===== config.mk =====
export PLATFORM = sky130hd
export DESIGN_NAME = result_reporter
export DESIGN_NICKNAME = d
export VERILOG_FILES = /design/src/rtl/result_reporter_pkg.sv /design/src/rtl/tx_byte_if.sv /design/src/rtl/tx_byte_issuer.sv /design/src/rtl/result_reporter.sv
export SDC_FILE = /design/constraint.sdc
export NUM_CORES = 1
export LEC_CHECK = 0
export CAP_MARGIN = 20
export CORE_MARGIN = 3
export CORE_UTILIZATION = 69
export DETAILED_ROUTE_END_ITERATION = 6
export DONT_BUFFER_PORTS = 1
export PLACE_DENSITY = 0.81
export RECOVER_POWER = 100
export SYNTH_ARGS = -nofsm -noshare
export SYNTH_HDL_FRONTEND = slang
export SYNTH_HIERARCHICAL = 1
export SYNTH_SLANG_ARGS = --single-unit
export TNS_END_PERCENT = 100

===== constraint.sdc =====
create_clock -name clk -period 6.15 [get_ports clk]
set_clock_uncertainty 0.1 [all_clocks]
set_input_delay 0.9225 -clock clk [delete_from_list [all_inputs] [get_ports clk]]
set_output_delay 0.9225 -clock clk [all_outputs]
set_load 0.05 [all_outputs]

===== src/rtl/result_reporter_pkg.sv =====
// Shared types, ASCII constants and hex encoding for the result reporter.
// Used by the report FSM and its UART byte issuer.
package result_reporter_pkg;

    typedef enum logic [2:0] {
        WAIT_DONE,
        SEND_TAG,
        SEND_HEX,
        SEND_EOL,
        SEND_END,
        FINISHED
    } state_e;

    localparam logic [7:0] ASCII_CR    = 8'h0D;
    localparam logic [7:0] ASCII_LF    = 8'h0A;
    localparam logic [7:0] ASCII_R     = 8'h52;
    localparam logic [7:0] ASCII_COLON = 8'h3A;
    localparam logic [7:0] ASCII_ZERO  = 8'h30;
    localparam logic [23:0] ASCII_END  = "END";

    localparam int K_W  = 4;
    localparam int CI_W = 4;

    function automatic logic [7:0] hex_char(input logic [3:0] n);
        if (n < 4'd10) begin
            return ASCII_ZERO + {4'h0, n};
        end
        return 8'h37 + {4'h0, n};
    endfunction

endpackage


===== src/rtl/tx_byte_if.sv =====
// Byte valid/ready handshake between the report FSM and the UART issuer.
// The source holds data stable while valid is high and ready is low.
interface tx_byte_if;
    logic       valid;
    logic       ready;
    logic [7:0] data;

    modport src (
        output valid,
        output data,
        input  ready
    );

    modport sink (
        input  valid,
        input  data,
        output ready
    );
endinterface


===== src/rtl/tx_byte_issuer.sv =====
// Turns accepted bytes into one-cycle tx_send pulses for the UART.
// Never launches in the cycle right after a pulse, before tx_busy can react.
module tx_byte_issuer
    import result_reporter_pkg::*;
(
    input  logic       clk,
    input  logic       rst_n,
    input  logic       tx_busy,
    output logic [7:0] tx_data,
    output logic       tx_send,
    tx_byte_if.sink    bif
);

    logic fire;

    assign bif.ready = !tx_busy && !tx_send;
    assign fire      = bif.valid && bif.ready;

    always_ff @(posedge clk or negedge rst_n) begin
        if (!rst_n) begin
            tx_data <= 8'h00;
            tx_send <= 1'b0;
        end else begin
            tx_send <= fire;
            if (fire) begin
                tx_data <= bif.data;
            end
        end
    end

endmodule


===== src/rtl/result_reporter.sv =====
// Streams a snapshot of result words as "Rk:HEX\r\n" lines plus "END\r\n".
// Define RESULT_REPORTER_REARM_EN to allow repeated reports after done_val drops.
module result_reporter
    import result_reporter_pkg::*;
#(
    parameter logic [31:0] DONE_MAGIC = 32'hDEADBEEF,
    parameter int          NUM_WORDS  = 4,
    parameter int          WORD_W     = 32
) (
    input  logic                        clk,
    input  logic                        rst_n,
    input  logic [31:0]                 done_val,
    input  logic [NUM_WORDS*WORD_W-1:0] result_vals,
    output logic [7:0]                  tx_data,
    output logic                        tx_send,
    input  logic                        tx_busy,
    output logic                        report_active,
    output logic                        report_done
);

    localparam int ND   = WORD_W / 4;
    localparam int RV_W = NUM_WORDS * WORD_W;

    state_e            state;
    logic [RV_W-1:0]   snap;
    logic [K_W-1:0]    k_q;
    logic [CI_W-1:0]   ci_q;
    logic [WORD_W-1:0] cur_word;
    logic [3:0]        nib;
    logic [7:0]        cur_byte;
    logic              accept;

    tx_byte_if bif ();

    always_comb begin
        cur_word = '0;
        for (int i = 0; i < NUM_WORDS; i++) begin
            if (k_q == K_W'(i)) begin
                cur_word = snap[i*WORD_W +: WORD_W];
            end
        end
    end

    // char index 0 is the most significant nibble
    always_comb begin
        nib = '0;
        for (int j = 0; j < ND; j++) begin
            if (ci_q == CI_W'(ND - 1 - j)) begin
                nib = cur_word[j*4 +: 4];
            end
        end
    end

    always_comb begin
        cur_byte = 8'h00;
        unique case (state)
            SEND_TAG: begin
                unique case (1'b1)
                    (ci_q == CI_W'(0)): cur_byte = ASCII_R;
                    (ci_q == CI_W'(1)): cur_byte = ASCII_ZERO + {4'h0, k_q};
                    default:            cur_byte = ASCII_COLON;
                endcase
            end
            SEND_HEX: cur_byte = hex_char(nib);
            SEND_EOL: cur_byte = (ci_q == '0) ? ASCII_CR : ASCII_LF;
            SEND_END: begin
                unique case (1'b1)
                    (ci_q == CI_W'(0)): cur_byte = ASCII_END[23:16];
                    (ci_q == CI_W'(1)): cur_byte = ASCII_END[15:8];
                    (ci_q == CI_W'(2)): cur_byte = ASCII_END[7:0];
                    (ci_q == CI_W'(3)): cur_byte = ASCII_CR;
                    default:            cur_byte = ASCII_LF;
                endcase
            end
            default: cur_byte = 8'h00;
        endcase
    end

    assign bif.valid = (state == SEND_TAG) || (state == SEND_HEX) ||
                       (state == SEND_EOL) || (state == SEND_END);
    assign bif.data  = cur_byte;
    assign accept    = bif.valid && bif.ready;

    tx_byte_issuer u_issuer (
        .clk     (clk),
        .rst_n   (rst_n),
        .tx_busy (tx_busy),
        .tx_data (tx_data),
        .tx_send (tx_send),
        .bif     (bif)
    );

    always_ff @(posedge clk or negedge rst_n) begin
        if (!rst_n) begin
            state         <= WAIT_DONE;
            snap          <= '0;
            k_q           <= '0;
            ci_q          <= '0;
            report_active <= 1'b0;
            report_done   <= 1'b0;
        end else begin
            unique case (state)
                WAIT_DONE: begin
                    if (done_val == DONE_MAGIC) begin
                        snap          <= result_vals;
                        k_q           <= '0;
                        ci_q          <= '0;
                        report_active <= 1'b1;
                        state         <= SEND_TAG;
                    end
                end
                SEND_TAG: begin
                    if (accept) begin
                        if (ci_q == CI_W'(2)) begin
                            ci_q  <= '0;
                            state <= SEND_HEX;
                        end else begin
                            ci_q <= ci_q + CI_W'(1);
                        end
                    end
                end
                SEND_HEX: begin
                    if (accept) begin
                        if (ci_q == CI_W'(ND - 1)) begin
                            ci_q  <= '0;
                            state <= SEND_EOL;
                        end else begin
                            ci_q <= ci_q + CI_W'(1);
                        end
                    end
                end
                SEND_EOL: begin
                    if (accept) begin
                        if (ci_q == CI_W'(1)) begin
                            ci_q <= '0;
                            if (k_q == K_W'(NUM_WORDS - 1)) begin
                                state <= SEND_END;
                            end else begin
                                k_q   <= k_q + K_W'(1);
                                state <= SEND_TAG;
                            end
                        end else begin
                            ci_q <= ci_q + CI_W'(1);
                        end
                    end
                end
                SEND_END: begin
                    if (accept) begin
                        if (ci_q == CI_W'(4)) begin
                            ci_q          <= '0;
                            report_active <= 1'b0;
                            report_done   <= 1'b1;
                            state         <= FINISHED;
                        end else begin
                            ci_q <= ci_q + CI_W'(1);
                        end
                    end
                end
                FINISHED: begin
`ifdef RESULT_REPORTER_REARM_EN
                    if (done_val != DONE_MAGIC) begin
                        report_done <= 1'b0;
                        state       <= WAIT_DONE;
                    end
`else
                    state <= FINISHED;
`endif
                end
                default: state <= WAIT_DONE;
            endcase
        end
    end

endmodule

==> impl_results.md <==
- Most frequent cell after synthesis: nand2_1
- Synth async-reset ratio: 1.000
- Critical Path Max Stage Delay: 0.88 ns
- Core region area: roughly 11000 um^2
- Failing checks: DRC, capacitance limit, slew limit
- Syn Inst Count: 929
- Final worst-path cycle share: 0.7774
- Data arrival, critical path: approximately 5 ns
- I/O Pins: 174
- Post-Synth Simple-Gate Area: 0.2855
- Max_slew headroom: -1.434
- Mux share of post-synthesis cell area: 0.01465
- DRT iter0 DRCs: 752
- DP HPWL: 16060 um
- Setup crit start kind: flip-flop
- CP max stage cell: a221oi_1
- Port bufs: 0
- Synthesized area: slightly below 8000 um^2
- Total congestion overflow: 0
- Yosys reg bits: 150
- Final Cell Area: ~8200 um^2
- Initial Util: 0.7283
- Run status: complete, but fails checks
- Cell family with most CP delay: compound AO/OA/AOI/OAI gates
- Tot GR Track Use: 0.3622
- Synth top area share: 0.4883
- Setup Viol. Count Final: 0
- Worst-Margin Slew: 3.651 ns
- CP required: approximately 6.5 ns
- CP max FO: 39
- Buf/Inv on CP: 3
- Final hold vios: 0
- Post-DP Area: ~7600 um^2
- Fillers: 745
- Avg Inst Size Synth: between 8 and 9 um^2
- R2R cell count: 13
- Post-Layout Cell Count: 1046
- Synthesized-area fraction occupied by adder cells: 0.01465
- Sequential fraction of the synthesis area: 0.4883
- Diode count: 0
- Synth Area in XOR/XNOR: 0.001139
- Die Height: between 100 and 150 um
- Synth top cells by count: nand2_1 (410), dfrtp_1 (150), a21oi_1 (32), clkbuf_1 (32), o21ai_0 (29)
- Worst Hold Class: flip-flop to flip-flop
- Hold Crit Depth: 2
- CTS tree: built
- Area grow syn2layout: 6.429%
- Reg2reg end: u_issuer/tx_data[0]$_DFFE_PN0P_
- Via count: slightly below 7000
- Largest net degree at the start of global routing: ~150
- Register-to-register setup slack: roughly 1.4 ns
- CP Cell Sequence: inv_1 > ha_1 > buf_4 > nor2b_1 > clkbuf_1 > a22oi_1 > o221ai_1 > a221o_1 > a221oi_1 > a21oi_1 > and3_1 > or3_1 > mux2_2
- Post-synthesis compound-gate area fraction: 0.1478
- Post-synth EDFFs: 0
- Clock Tree Buf Depth: 2
- Peak Freq: between 0.2 and 0.25 GHz
- ANT nets after route: 0
- # H-tree levels: 4
- Critical setup path kind: flip-flop to flip-flop
- Worst r2r src: k_q[1]$_DFFE_PN0P_
- Largest family of logic cells by synthesized area: simple AND/OR/NAND/NOR gates
- Hold EP: snap[57]$_DFFE_PN0P_
- Mapped Nets: 1101
- Die W: 111.6 um
- Via density: 6.641
- Die footprint: between 10000 and 15000 um^2
- Main synth FF type: dfrtp_1
- Min cycle time layout: approximately 4.8 ns
- Final net count: ~1100
- Clk root buf: clkbuf_8
- Worst hold slack: about 0.37 ns
- Unrepaired setup endpoints after global routing: false
- Hold Crit Start: snap[57]$_DFFE_PN0P_
- Critical Path Sink Type: flip-flop
- First-pass GRT wire length: between 30000 and 40000 um
- Max cap viols: 2
- Fin. max-slew vios: 208
- Post-CTS Repair Setup Buffers: 0
- First-pass DRT Iterations: 7
- Placed Cells incl. Taps: around 1000
- Vias in the first global route: about 7000
- CTS Buf Count: 17
- Max IR drop VDD: 0.3630 mV
- Lkg Pwr: approximately 4.1 nW
- Power, Total: around 2.5 mW
- GP Congestion: between 1 and 1.5
- Sink Count: 150
- Cell accounting for the most synthesized area: dfrtp_1
- Top cells by area, synth: dfrtp_1 (49%), nand2_1 (20%), a21oi_1 (2.1%), o21ai_0 (1.9%), a22oi_1 (1.7%)
- Rows: 37
- Pwr dens: a little over 300 nW/um^2
- Yosys warnings: 6
- Clock transition at path regs: ~0.06 ns
- Worst skew pair latency: about 0.54 ns
- Final setup TNS: 0 ns
- DRC: 4
- DRT Wirelength: roughly 22000 um
- WL per Instance: 21.48 um
- Initial antenna violation count: 0
- Share of cells above drive strength 1: 0.06044
- Post-synth cell types: 64
-- layer usage --
metal	global-route usage	share of wire	up-vias
met5	0	0	-
met4	0.1792	0.049	0
met3	0.07554	0.094	99
met2	0.6100	0.49	455
met1	0.4458	0.37	3297
li1	-	-	3096
-- worst max-delay path by stage --
stage                                   from                               to  slack, ns  cells past startpoint
final                     k_q[1]$_DFFE_PN0P_  u_issuer/tx_data[0]$_DFFE_PN0P_       1.37                     13
after global routing      k_q[1]$_DFFE_PN0P_  u_issuer/tx_data[0]$_DFFE_PN0P_       1.19                     13
after CTS                 k_q[1]$_DFFE_PN0P_  u_issuer/tx_data[0]$_DFFE_PN0P_       1.99                     12
after detailed placement  k_q[1]$_DFFE_PN0P_  u_issuer/tx_data[0]$_DFFE_PN0P_       2.00                     13
after global placement    k_q[0]$_DFFE_PN0P_  u_issuer/tx_data[0]$_DFFE_PN0P_       2.21                     12
after floorplan           k_q[0]$_DFFE_PN0P_  u_issuer/tx_data[2]$_DFFE_PN0P_       2.85                     13
-- cell type report --
type,count,area [um^2],share of cell area
Sequential cell,150,3754,0.4588
Multi-Input combinational cell,700,3557,0.4348
Clock buffer,21,439.2,0.05368
Tap cell,136,170.2,0.02080
Clock inverter,11,125.1,0.01529
Timing Repair Buffer,11,72.57,0.008870
Inverter,17,63.81,0.007799
-- sequential cells by signal, summed over array words and instances (netlist names) --
signal and cells:
u_issuer/tx_data 8, snap 128, k_q 4, report_active 1
report_done 1, u_issuer/tx_send 1, state 3, ci_q 4
-- layout by cell type (no fill, tap or decap), types with 6 or more instances in the layout --
cell type / netlist / final
nor4_1: 7 / 7
nand2b_1: 7 / 7
o22ai_1: 10 / 10
o31ai_1: 6 / 6
nand3b_1: 6 / 6
a22oi_1: 17 / 17
nand4b_1: 7 / 7
inv_1: 17 / 17
o211ai_1: 7 / 7
nor3_1: 12 / 12
buf_4: 9 / 8
nor2_1: 21 / 21
a21oi_1: 32 / 32
clkbuf_16: 0 / 16
ha_1: 9 / 9
dfrtp_1: 150 / 150
o21ai_0: 29 / 29
nand2_1: 410 / 410
a221o_1: 7 / 7
nand3_1: 14 / 14
mux2_2: 10 / 9
a221oi_1: 14 / 15
-- cells by family after synthesis --
kind of cell / after synthesis
AO/OA/AOI/OAI: 161
XOR/XNOR: 1
adder cells (fa/ha/maj): 9
buffers and inverters: 79
flip-flops: 150
multiplexers: 10
other: 1
AND/OR/NAND/NOR: 518
-- through the flow --
step	util	setup WS, ns
floorplan	-	2.851
global placement	0.7236	2.205
detailed placement	0.7236	2.003
CTS	0.7796	1.985
global route	0.7751	1.188
finish	0.7751	1.369
-- power by group --
part | switching [mW] | internal, mW
Sequential | 0.112 | 1.02
Clock | 0.406 | 0.590
Combinational | 0.282 | 0.131
Total | 0.800 | 1.74
-- timing repair --
action / in CTS / in global routing
gates resized for setup: 0 / 0
hold endpoints to repair: 150 / 0
hold buffers: 1 / 0
-- worst register-to-register path: stages, from the launching register on --
cell      delay [ns]
dfrtp_1         0.45
inv_1           0.14
ha_1            0.15
buf_4           0.34
nor2b_1         0.24
clkbuf_1        0.43
a22oi_1         0.32
o221ai_1        0.21
a221o_1         0.37
a221oi_1        0.88
a21oi_1         0.18
and3_1          0.25
or3_1           0.33
mux2_2          0.27
(Power assumes the default switching activity.)
